[src/rtl/ad_pkg.sv]
// Shared definitions for the ADC frame capture block: capture state
// encoding and the offset-binary to two's-complement sample conversion.
package ad_pkg;

  localparam int ADC_W = 14;  // raw converter sample width
  localparam int SMP_W = 16;  // sign-extended sample width on the stream

  typedef enum logic [1:0] {
    IDLE    = 2'd0,
    ARMED   = 2'd1,
    CAPTURE = 2'd2,
    FLUSH   = 2'd3
  } state_t;

  // Offset binary maps to two's complement by flipping the MSB; the result
  // is then sign-extended to the stream sample width.
  function automatic logic signed [SMP_W-1:0] ob_to_tc(input logic [ADC_W-1:0] ob);
    logic [ADC_W-1:0] tc;
    tc = {~ob[ADC_W-1], ob[ADC_W-2:0]};
    return {{(SMP_W-ADC_W){tc[ADC_W-1]}}, tc};
  endfunction

endpackage

[src/rtl/ad_stream_reg.sv]
// Single-entry output register with valid/ready hold. A load that arrives
// while an unaccepted beat is held is dropped; if that dropped load was the
// end of the frame, the held beat inherits the last marker instead.
module ad_stream_reg #(
  parameter int DATA_W = 32
) (
  input  logic              clk,
  input  logic              rst_n,
  input  logic              load,
  input  logic [DATA_W-1:0] data,
  input  logic              last,
  input  logic              ready,
  output logic [DATA_W-1:0] tdata,
  output logic              tvalid,
  output logic              tlast,
  output logic              drop
);

  assign drop = load && tvalid && !ready;

  // Hold the beat until accepted; take a new one when the slot is free.
  always_ff @(posedge clk or negedge rst_n) begin
    if (!rst_n) begin
      tdata  <= '0;
      tvalid <= 1'b0;
      tlast  <= 1'b0;
    end else if (load && (!tvalid || ready)) begin
      tdata  <= data;
      tlast  <= last;
      tvalid <= 1'b1;
    end else if (tvalid && ready) begin
      tvalid <= 1'b0;
      tlast  <= 1'b0;
    end else if (drop && last) begin
      tlast  <= 1'b1;
    end
  end

endmodule

[src/rtl/ad_frame_capture.sv]
// Dual-channel ADC frame capture: registers the converter buses, waits for
// a rising threshold crossing on channel A (or a forced trigger), then
// streams FRAME_LEN decimated sample pairs out through a valid/ready port.
module ad_frame_capture
  import ad_pkg::*;
#(
  parameter int FRAME_LEN = 1024,
  parameter int DEC_W     = 8
) (
  input  logic                    sys_clk,
  input  logic                    sys_rst_n,
  input  logic [ADC_W-1:0]        ad_porta_data,
  input  logic [ADC_W-1:0]        ad_portb_data,
  input  logic                    ad_ofa,
  input  logic                    ad_ofb,
  input  logic                    arm,
  input  logic                    force_trig,
  input  logic signed [ADC_W-1:0] trig_level,
  input  logic [DEC_W-1:0]        decim,
  output logic [31:0]             m_tdata,
  output logic                    m_tvalid,
  input  logic                    m_tready,
  output logic                    m_tlast,
  output logic                    busy,
  output logic                    done,
  output logic                    ovr_a,
  output logic                    ovr_b,
  output logic                    drop_err
);

  state_t                  state, state_nx;
  logic [ADC_W-1:0]        a_raw_p1, b_raw_p1;
  logic                    of_a_p1, of_b_p1;
  logic signed [SMP_W-1:0] cur_a, cur_b, prev_a, trig_ext;
  logic [15:0]             cnt;
  logic [DEC_W-1:0]        dec_cnt, keep, decim_eff;
  logic                    crossing, trig, arm_go, issue, last, drop;

  // Stage 1: converter data capture (datapath, no reset needed)
  always_ff @(posedge sys_clk) begin
    a_raw_p1 <= ad_porta_data;
    b_raw_p1 <= ad_portb_data;
  end

  // Stage 1: overrange flags, reset so the sticky flags never see junk
  always_ff @(posedge sys_clk or negedge sys_rst_n) begin
    if (!sys_rst_n) begin
      of_a_p1 <= 1'b0;
      of_b_p1 <= 1'b0;
    end else begin
      of_a_p1 <= ad_ofa;
      of_b_p1 <= ad_ofb;
    end
  end

  assign cur_a     = ob_to_tc(a_raw_p1);
  assign cur_b     = ob_to_tc(b_raw_p1);
  assign trig_ext  = SMP_W'(trig_level);
  assign crossing  = (prev_a < trig_ext) && (cur_a >= trig_ext);
  assign trig      = crossing || force_trig;
  assign decim_eff = (decim == '0) ? DEC_W'(1) : decim;
  assign busy      = (state != IDLE);

  // Previous channel-A sample for edge detection, tracked while armed
  always_ff @(posedge sys_clk) begin
    if (arm_go || state == ARMED) prev_a <= cur_a;
  end

  // State register
  always_ff @(posedge sys_clk or negedge sys_rst_n) begin
    if (!sys_rst_n) state <= IDLE;
    else            state <= state_nx;
  end

  // Next-state logic and per-cycle issue/last/done decisions
  always_comb begin
    state_nx = state;
    arm_go   = 1'b0;
    issue    = 1'b0;
    last     = 1'b0;
    done     = 1'b0;
    unique case (state)
      IDLE: begin
        if (arm) begin
          arm_go   = 1'b1;
          state_nx = ARMED;
        end
      end
      ARMED: begin
        if (trig) begin
          issue    = 1'b1;
          state_nx = CAPTURE;
        end
      end
      CAPTURE: begin
        if (dec_cnt == '0) begin
          issue = 1'b1;
          if (cnt == 16'(FRAME_LEN - 1)) begin
            last     = 1'b1;
            state_nx = FLUSH;
          end
        end
      end
      FLUSH: begin
        if (m_tvalid && m_tready && m_tlast) begin
          done     = 1'b1;
          state_nx = IDLE;
        end
      end
      default: state_nx = IDLE;
    endcase
  end

  // Frame/decimation counters and sticky status flags
  always_ff @(posedge sys_clk or negedge sys_rst_n) begin
    if (!sys_rst_n) begin
      cnt      <= '0;
      dec_cnt  <= '0;
      keep     <= DEC_W'(1);
      ovr_a    <= 1'b0;
      ovr_b    <= 1'b0;
      drop_err <= 1'b0;
    end else begin
      if (arm_go) begin
        ovr_a    <= 1'b0;
        ovr_b    <= 1'b0;
        drop_err <= 1'b0;
      end
      if (state == ARMED && trig) begin
        keep    <= decim_eff;
        cnt     <= 16'd1;
        dec_cnt <= (decim_eff == DEC_W'(1)) ? '0 : DEC_W'(1);
      end else if (state == CAPTURE) begin
        dec_cnt <= (dec_cnt == keep - DEC_W'(1)) ? '0 : dec_cnt + DEC_W'(1);
        if (issue) cnt <= cnt + 16'd1;
      end
      if (state == CAPTURE && of_a_p1) ovr_a <= 1'b1;
      if (state == CAPTURE && of_b_p1) ovr_b <= 1'b1;
      if (drop) drop_err <= 1'b1;
    end
  end

  ad_stream_reg #(.DATA_W(32)) u_out (
    .clk    (sys_clk),
    .rst_n  (sys_rst_n),
    .load   (issue),
    .data   ({cur_b, cur_a}),
    .last   (last),
    .ready  (m_tready),
    .tdata  (m_tdata),
    .tvalid (m_tvalid),
    .tlast  (m_tlast),
    .drop   (drop)
  );

endmodule
[config.mk]
export PLATFORM = sky130hd
export DESIGN_NAME = ad_frame_capture
export DESIGN_NICKNAME = d
export VERILOG_FILES = /design/src/rtl/ad_pkg.sv /design/src/rtl/ad_stream_reg.sv /design/src/rtl/ad_frame_capture.sv
export SDC_FILE = /design/constraint.sdc
export NUM_CORES = 1
export LEC_CHECK = 0
export CAP_MARGIN = 20
export CORE_ASPECT_RATIO = 0.7
export CORE_UTILIZATION = 50
export CTS_CLUSTER_SIZE = 10
export DETAILED_ROUTE_END_ITERATION = 6
export PLACE_DENSITY = 0.77
export SETUP_SLACK_MARGIN = 0.05
export SLEW_MARGIN = 20
export SYNTH_ARGS = -nofsm -noshare
export SYNTH_HDL_FRONTEND = slang
export SYNTH_SLANG_ARGS = --single-unit
[constraint.sdc]
create_clock -name sys_clk -period 3.3 [get_ports sys_clk]
set_input_delay 0.99 -clock sys_clk [delete_from_list [all_inputs] [get_ports sys_clk]]
set_output_delay 0.99 -clock sys_clk [all_outputs]
set_load 0.005 [all_outputs]
==> run metrics, run 1 <==
status finished clean; Max Transition Viols Final 0; min Tclk post-route 3.207 ns; global-route total usage across every layer 0.2316; layout cell share with drive strength beyond 1 0.2200; maximum net fanout on the critical path 5; Netlist Area Pre-Place 0.005105 mm2; non-filler cells, final 687; post-placement cell area 0.006274 mm2; placed cells 662; post-route DRC violation count 0; number of standard cells after synthesis 436; Detailed Place HPWL 7948 um; routed vias/inst 5.445; TritonCTS clock tree done; Final Hold Violating Endpoints 0; clock buffer depth 2; Worst Max-Slew Pin Slew 0.9619 ns; clock insertion delay at the later pin of the skew report 0.36 ns; H-Tree Level Count 3; starting density of the core 0.5211; worst max-slew margin expressed relative to the limit 0.3528; Top Ports 96; Unique masters post-synth 53; number of synthesized register bits 111; Routability Congestion 0.8090; die boundary height 86.54 um; leading cell types by total area after synthesis dfrtp_1 (33%), dfxtp_1 (11%), ha_1 (8.8%), edfxtp_1 (8.2%), mux2_2 (7.9%); count leader, synth dfrtp_1; number of diodes 0; Nets 647; number of fill cells 671; die area 0.01062 mm2; arrival time of the worst setup path 3.44 ns; Primary FF master, synth dfrtp_1; vias in the first global route 3850; CP Launch Type input port; antenna violations before repair 0; slack of the worst reg-to-reg path 0.57 ns; hold depth 1; total power 5472 uW; P_leak 0.002964 uW; depth of the worst register-to-register path 8; via count 3741; synthesized net count 529; port bufs 95; DR iter-0 viols 280; largest net degree at the start of global routing 45; data required time of the critical path 3.54 ns; routed wire length 12160 um; combined flip-flop and latch cell area 0.002709 mm2; global-route wire length before repair 18570 um; unrepaired setup endpoints after global routing no; max_cap viols 0; crit end category flip-flop; Ys Warns 0; classification of the worst-slack hold path flip-flop to flip-flop; portion of the clock cycle consumed by the worst path in the final layout 0.9717; width of the chip 122.8 um; number of buffers created by CTS 9; cell type with the highest aggregate area in the netlist dfrtp_1; clock slew seen by the registers of the worst setup and hold paths 0.07 ns; setup clock skew after layout 0.01086 ns; most used standard cells in the synthesized netlist dfrtp_1 (68), nor2_1 (40), ha_1 (36), mux2_2 (36), inv_1 (31); clk root buf clkbuf_16; Worst Min Path Start b_raw_p1[13]$_DFF_P_; RR Endpoint dec_cnt[2]$_DFFE_PN0P_; standard-cell row count 30; sequential-to-total area share from yosys stat 0.5306; average wire length per cell after detail routing 17.71 um; synth-to-layout area growth 35.71%; number of nets still failing antenna checks after routing 0; asr flop ratio synth 0.6216; Power per Cell Area 789.9 mW/mm2; count of endpoints failing setup in the final report 0; Max Clk Rate 311.9 MHz; Hold EP u_out.tdata[29]$_DFFE_PN0P_; summed area of non-filler cells in the final layout 0.006928 mm2; category of the most critical setup path input port to flip-flop; Pre-antenna DRT Iters 4; clock tree sinks 111; residual overflow from global routing 0; EDFF count, synth 14; total area of multi-input combinational cells 0.002416 mm2; RR Startpoint keep[0]$_DFFE_PN1N_; maximum vdd drop 0.0003769 V; Post-Syn Area per Cell 11.71 um2; Core ar. 0.009797 mm2; share of the synthesized area in the top cell type 0.3333
timing repair:
action / CTS / global route
resized for setup: 10 / 47
setup endpoints to repair: 30 / 57
cloned: 1 / 1
pin swaps: 7 / 22
hold buffers: 0 / 0
setup buffers: 4 / 3
per-layer routing:
layer | GRT usage | up-vias | wire length, um
li1 | - | 1761 | -
met5 | 0 | - | 0
met2 | 0.3994 | 116 | 6061
met1 | 0.2855 | 1850 | 5271
met3 | 0.05066 | 14 | 648
met4 | 0.08758 | 0 | 182
area by class of cell:
class / count / area share
clock buffers: 11 / 0.03359
clock inverters: 5 / 0.004876
inverters: 31 / 0.01680
multi-input cells: 279 / 0.3487
flip-flops and latches: 111 / 0.3910
well taps: 128 / 0.02312
repair buffers: 122 / 0.1819
layout by cell type, fill, tap and decap left out, types with 14 or more instances in the layout:
cell and n:
dfrtp_1 68, nand3_1 19, ha_1 22, nand2_1 24
dfxtp_1 28, buf_4 19, inv_1 19, nor2_1 40
ha_4 14, edfxtp_1 14, clkdlybuf4s50_1 84, mux2_2 32
worst max-delay path, cell delays in order:
cell	delay, ns
clkdlybuf4s50_1	0.49
inv_2	0.06
ha_4	0.26
nand4_1	0.14
nor2_1	0.14
a31oi_1	0.11
a21o_1	0.18
a32oi_2	0.23
a211o_1	0.21
buf_6	0.14
clkbuf_16	0.15
mux2_2	0.33
registers in the layout (all words and copies together) (netlist names):
| signal | flops |
|---|---|
| u_out.tdata | 28 |
| cnt | 16 |
| a_raw_p1 | 14 |
| b_raw_p1 | 14 |
| prev_a | 14 |
| dec_cnt | 8 |
| keep | 8 |
| state | 2 |
| drop_err | 1 |
| of_a_p1 | 1 |
| of_b_p1 | 1 |
| ovr_a | 1 |
| ovr_b | 1 |
| u_out.tlast | 1 |
| u_out.tvalid | 1 |
report_power, final:
part / internal, uW / switching (uW)
clock: 512 / 491
sequential: 1800 / 308
combinational: 1370 / 996
how the worst max path moves through the flow:
stage                     slack, ns            from                          end  cells past startpoint
after floorplan                0.22  trig_level[13]  u_out.tdata[20]$_DFFE_PN0P_                     11
after global placement        -0.31  trig_level[13]  u_out.tdata[15]$_DFFE_PN0P_                     11
after detailed placement      -0.44  trig_level[13]  u_out.tdata[16]$_DFFE_PN0P_                     11
after CTS                      0.04   trig_level[4]   u_out.tdata[0]$_DFFE_PN0P_                     12
after global routing           0.02   trig_level[8]   u_out.tdata[4]$_DFFE_PN0P_                     12
final                          0.09   trig_level[8]  u_out.tdata[17]$_DFFE_PN0P_                     12
metrics by stage:
stage          hold WS, ns    util  setup slack, ns  setup TNS [ns]
6_report            0.4010  0.7072          0.09336               0
2_1_floorplan       0.3857       -           0.2247               0
3_5_place_dp        0.4003  0.6404          -0.4353          -19.69
4_1_cts             0.4055  0.6810          0.04267               0
3_3_place_gp        0.3928  0.6404          -0.3124          -13.45
5_1_grt             0.4495  0.7072          0.02055               0
logic make-up after synthesis:
kind of cell / count (synthesis) / share of synthesized area
AND/OR/NAND/NOR: 125 / 0.1226
multiplexers: 40 / 0.08726
flip-flops: 111 / 0.5306
AO/OA/AOI/OAI: 51 / 0.07917
XOR/XNOR: 27 / 0.04780
adder cells (fa/ha/maj): 36 / 0.08823
buffers and inverters: 46 / 0.04436
(Power assumes the default switching activity.)
==> run 2: changes to the inputs <==
MAX_ROUTING_LAYER = met4   (was default)
==> run 2 against run 1 <==
  * Critical path type is now input port to output port
  * Setup slack lost 0.0080 ns
  * Flip-flop and latch count is the same
  * Register-to-register slack gained 0.02 ns
  * Combinational power is essentially flat
  * Total power grew 0.23%
==> run metrics, run 2 (same netlist as run 1, synthesis figures left out) <==
GR Util met1 0.2868 (+0.001294); number of nets still failing antenna checks after routing 0 (unchanged); most numerous cell on the critical path clkdlybuf4s50_1; switching power as a share of total power 0.3286 (+0.0006598); Final Hold Violating Endpoints 0 (unchanged); clock slew seen by the registers of the worst setup and hold paths 0.07 ns (about the same); logic depth of the worst setup path including buffers 4 (-8); width of the chip 122.8 um (unchanged); routed wire length 12180 um (about the same); starting density of the core 0.5211 (unchanged); crit end category output port; summed area of non-filler cells in the final layout 0.006935 mm2 (+0.11%); Combinational Power Share 0.433 (about the same); Worst Max-Slew Pin Slew 0.9393 ns (-0.02263 ns); clock tree sinks 111 (unchanged); Routability Congestion 0.8208 (+1.5%); Core ar. 0.009797 mm2 (unchanged); clock group share of total power 0.183 (about the same); category of the most critical setup path input port to output port; vias in the first global route 3845 (-0.13%); setup clock skew after layout 0.01057 ns (-0.0002939 ns); largest net degree at the start of global routing 45 (unchanged); Reg power frac 0.384 (about the same); H-Tree Level Count 3 (unchanged); post-route DRC violation count 0 (unchanged); min Tclk post-route 3.215 ns (+0.008008 ns); termination of the worst setup path done; number of flip-flops under the largest register name 28 (unchanged); depth of the worst register-to-register path 8 (unchanged); Max Clk Rate 311.1 MHz (-0.25%); commonest cells after routing, fill and taps aside clkdlybuf4s50_1 (84), dfrtp_1 (68), nor2_1 (40); worst max-slew margin expressed relative to the limit 0.3680 (+0.01523); placed cells 662 (unchanged); worst-case setup slack after placement -0.4353 ns (unchanged); Cell Chain, Critical Path clkdlybuf4s50_1 -> nand3_1 -> nor2_1 -> clkdlybuf4s50_1; Power per Cell Area 790.8 mW/mm2 (+0.13%); Max Transition Viols Final 0 (unchanged); standard-cell row count 30 (unchanged); number of buffers created by CTS 9 (unchanged); data required time of the critical path 2.31 ns (-1.23 ns); residual overflow from global routing 0 (unchanged); RR Endpoint dec_cnt[2]$_DFFE_PN0P_; layout cell share with drive strength beyond 1 0.2214 (+0.001393); Setup WS post-layout 0.08536 ns (-0.008008 ns); registers with the most flip-flops u_out.tdata (28), cnt (16); arrival time of the worst setup path 2.22 ns (-1.22 ns); global-route total usage across every layer 0.2394 (+0.007790); Setup crit start m_tready; CP Launch Type input port; DR iter-0 viols 294 (+5.0%); internal cell power 3682 uW (+0.14%); clk root buf clkbuf_16; clock insertion delay at the later pin of the skew report 0.36 ns (about the same); maximum vdd drop 0.0003798 V (+0.75%); unrepaired setup endpoints after global routing no; cell family with the largest share of critical-path delay buffers and inverters; classification of the worst-slack hold path flip-flop to flip-flop; Nets 648 (+0.15%); average wire length per cell after detail routing 17.70 um (about the same); max_cap viols 0 (unchanged); total negative setup slack 0 ns (unchanged); most common cell after layout, fill and taps aside clkdlybuf4s50_1; count of endpoints failing setup in the final report 0 (unchanged); non-filler cells, final 688 (+0.15%); register name with the most flops u_out.tdata; die area 0.01062 mm2 (unchanged); Largest stage delay, worst path 0.53 ns (+0.04 ns); GRT met3 Usage 0.05263 (+0.001974); global-route wire length before repair 18580 um (about the same); global routing met2 resource utilization 0.3984 (-0.001021); slack of the worst reg-to-reg path 0.59 ns (+0.02 ns); maximum net fanout on the critical path 2 (-3); portion of the clock cycle consumed by the worst path in the final layout 0.9741 (+0.002427); port bufs 95 (unchanged); RR Startpoint keep[0]$_DFFE_PN1N_; grt peak-use layer met2; antenna violations before repair 0 (unchanged); Max stage delay cell, worst path clkdlybuf4s50_1; clock buffer depth 2 (unchanged); switching component of the power 1803 uW (+0.44%); die boundary height 86.54 um (unchanged); critical path buffer and inverter count 2 (-2); synth-to-layout area growth 35.86%; number of diodes 0 (unchanged); Detailed Place HPWL 7948 um (unchanged); status finished clean; Pre-antenna DRT Iters 4 (unchanged); TritonCTS clock tree done; post-placement cell area 0.006274 mm2 (unchanged); via count 3759 (+0.48%); Top Ports 96 (unchanged); routed vias/inst 5.464 (+0.34%); P_leak 0.002969 uW (+0.18%)
==> run 2: cell types whose count changed in the layout (fill, tap and decap cells not counted), sizes merged <==
| cell | change |
|---|---|
| buf | +1 |
==> run 2: cell type report <==
class | instances | area (um2)
clock buffer | 11 | 232.7
timing repair buffer | 123 | 1267
sequential | 111 | 2709
inverter | 31 | 116.4
tap | 128 | 160.2
fill | 671 | 2861
multi-input combinational | 279 | 2416
clock inverter | 5 | 33.78
==> run 2: repair_timing <==
| action | 4_1_cts | 5_1_grt |
|---|---|---|
| cloned | 1 | 1 |
| pin swaps | 7 | 22 |
| setup endpoints to repair | 30 | 57 |
| gates resized for setup | 10 | 47 |
| setup buffers | 4 | 4 |
| hold buffers | 0 | 0 |
| hold endpoints to repair | 0 | 0 |
==> run 2: through the flow <==
stage               hold slack, ns  utilization  total power, uW
floorplan                   0.3857            -             3298
global route                0.4495       0.7079             5808
finish                      0.4009       0.7079             5485
CTS                         0.4055       0.6810             5325
detailed placement          0.4003       0.6404             4192
global placement            0.3928       0.6404             4082
==> run 2: per-layer routing <==
metal / part of all wire / vias to the layer above
li1: - / 1761
met1: 0.42 / 1865
met2: 0.51 / 116
met3: 0.057 / 17
met4: 0.017 / 0
met5: 0 / -
==> run 2: power by group through the flow <==
stage	combinational (uW)	clock (uW)	sequential (uW)
3_5_place_dp	2090	0	2100
3_3_place_gp	1990	0	2090
5_1_grt	2580	1080	2150
4_1_cts	2220	1020	2090
6_report	2370	1010	2110
2_1_floorplan	1240	0	2060
==> run 2: worst min path at each step <==
| stage | startpoint | endpoint | slack [ns] | depth (start not counted) |
|---|---|---|---|---|
| finish | b_raw_p1[13]$_DFF_P_ | u_out.tdata[29]$_DFFE_PN0P_ | 0.40 | 1 |
| detailed placement | b_raw_p1[13]$_DFF_P_ | u_out.tdata[29]$_DFFE_PN0P_ | 0.40 | 1 |
| global route | b_raw_p1[13]$_DFF_P_ | u_out.tdata[29]$_DFFE_PN0P_ | 0.45 | 1 |
| floorplan | b_raw_p1[13]$_DFF_P_ | u_out.tdata[29]$_DFFE_PN0P_ | 0.39 | 1 |
| global placement | b_raw_p1[13]$_DFF_P_ | u_out.tdata[29]$_DFFE_PN0P_ | 0.39 | 1 |
| CTS | b_raw_p1[13]$_DFF_P_ | u_out.tdata[29]$_DFFE_PN0P_ | 0.41 | 1 |
==> RTL change, RTL diff (config.mk and constraints of run 1) <==
Put one more register stage on the output `drop_err`, with the module's reset. The value now appears one clock later. The other outputs are not delayed to match.
--- a/src/rtl/ad_frame_capture.sv
+++ b/src/rtl/ad_frame_capture.sv
@@ -27,6 +27,8 @@
   output logic                    ovr_b,
   output logic                    drop_err
 );
+
+  logic drop_err_s0;
 
   state_t                  state, state_nx;
   logic [ADC_W-1:0]        a_raw_p1, b_raw_p1;
@@ -119,12 +121,12 @@
       keep     <= DEC_W'(1);
       ovr_a    <= 1'b0;
       ovr_b    <= 1'b0;
-      drop_err <= 1'b0;
+      drop_err_s0 <= 1'b0;
     end else begin
       if (arm_go) begin
         ovr_a    <= 1'b0;
         ovr_b    <= 1'b0;
-        drop_err <= 1'b0;
+        drop_err_s0 <= 1'b0;
       end
       if (state == ARMED && trig) begin
         keep    <= decim_eff;
@@ -136,7 +138,7 @@
       end
       if (state == CAPTURE && of_a_p1) ovr_a <= 1'b1;
       if (state == CAPTURE && of_b_p1) ovr_b <= 1'b1;
-      if (drop) drop_err <= 1'b1;
+      if (drop) drop_err_s0 <= 1'b1;
     end
   end
 
@@ -153,4 +155,12 @@
     .drop   (drop)
   );
 
+  always_ff @(posedge sys_clk or negedge sys_rst_n) begin
+    if (!sys_rst_n) begin
+      drop_err <= '0;
+    end else begin
+      drop_err <= drop_err_s0;
+    end
+  end
+
 endmodule
Check against the original RTL: not equivalent (a bounded check fails within 4 cycles, from zero or initial values and one cycle with sys_rst_n low).
==> RTL change against run 1 <==
First-iteration DRC count shrank 31%. Clock power rose by 14%. Maximum frequency grew 0.63%. Setup slack gained 0.020 ns. Non-clock buffer count up 4. Highest routed layer unchanged. Area after synthesis increased by 0.91%. Clock skew hardly changed. Wire length is 2.2% lower. Sequential cell count rose by 1. Total power grew 8.0%. Worst hold slack worse by 0.017 ns. Final area increased by 2.7%.
==> RTL change: results (changes against run 1) <==
stage,metric,value,unit,change
routing,Wirelength per Cell,17.35,um,-2.0%
yosys,Post-synth ARST share,62.50,%,+0.34 points
yosys,largest cells by area after synthesis,"dfrtp_1, dfxtp_1, ha_1",,
outcome,outcome,"complete, no violations",,
yosys,syn_nets,521,,-1.5%
critical_path,"critical path fanouts, max",6,,+1
global_route,number of global-route vias before repair,3822,,-0.73%
placement,Detailed Place HPWL,7.989,mm,+0.52%
routing,1st-iter DRT viols,193,,-31%
timing,Final Skew,0.01062,ns,-0.0002360 ns
routing,DRT Wirelength,11.90,mm,-2.2%
critical_path,Critical Path End,u_out.tdata[9]$_DFFE_PN0P_,,
power_and_ir_drop,peak supply drop,447.4,uV,+19%
timing,Max-slew headroom,39.57,%,+4.3 points
power_and_ir_drop,Power Dens Cells,830.2,nW/um^2,+5.1%
global_route,GRT Util Overall,24.24,%,+1.1 points
power_and_ir_drop,switching power,1.972,mW,+9.9%
power_and_ir_drop,Pleak,3.098,nW,+4.5%
yosys,sequential share of the synthesized area,53.07,%,about the same
placement,placed instance area,6502,um^2,+3.6%
placement,Final GP Congestion,0.8802,,+8.8%
yosys,Synth top cells by count,"dfrtp_1, ha_1, nand2_1, dfxtp_1, inv_1",,
finish,Layout Utilization,72.37,%,+1.7 points
worst_hold_path,hold_sp,drop_err_s0$_DFFE_PN0P_,,
power_and_ir_drop,Reg power frac,37.3,%,-1.2 points
critical_path,Reg-to-Reg End,dec_cnt[0]$_DFFE_PN0P_,,
critical_path,CP peak stage delay,0.31,ns,-0.18 ns
finish,share of post-route cells with drive strength above 1,25.27,%,+3.3 points
critical_path,slowest CP cell,o311a_1,,
placement,placed cell count,663,,+0.15%
power_and_ir_drop,Comb group,2.56,mW,+8.5%
finish,fillers,643,,-4.2%
routing,vias,3692,,-1.3%
yosys,unique cell type count in the Yosys netlist,59,,+11%
critical_path,Register-to-Register Setup Slack,0.36,ns,-0.21 ns
worst_hold_path,hold path endpoint,drop_err$_DFF_PN0_,,
yosys,mux share of post-synthesis cell area,9.619,%,+0.89 points
timing,worst hold margin,0.3840,ns,-0.01702 ns
global_route,first-pass GRT wire length,19.45,mm,+4.8%
global_route,largest net degree at the start of global routing,71,,+58%
yosys,post-synthesis adder-cell area fraction,8.744,%,-0.079 points
yosys,Synth Instances,428,,-1.8%
RTL change: changes by cell type after synthesis, sizes merged, moves of 5 or more:
cell | before | now
buf | 13 | 8
nor4 | 9 | 3
nand2 | 24 | 29
nor2 | 40 | 23
or3b | 0 | 7
o21ai | 11 | 19
nand3 | 20 | 6
nor2b | 2 | 8
RTL change: metal layers:
metal / part of all wire (%) / track usage, %
met1: 48 / 33.53
met2: 44 / 37.02
met3: 6.0 / 6.741
met4: 2.1 / 7.448
met5: 0 / 0
RTL change: what timing repair did:
action	4_1_cts	5_1_grt
gates resized for setup	57	6
pin swaps	17	9
cloned	2	0
setup endpoints to repair	56	16
buffers inserted	4	1
RTL change: final cells by class:
type | count | area share, %
Timing Repair Buffer | 126 | 17.74
Clock buffer | 9 | 3.165
Multi-Input combinational cell | 277 | 35.37
Clock inverter | 7 | 1.389
Sequential cell | 112 | 38.41
Inverter | 27 | 1.670
Tap cell | 128 | 2.250
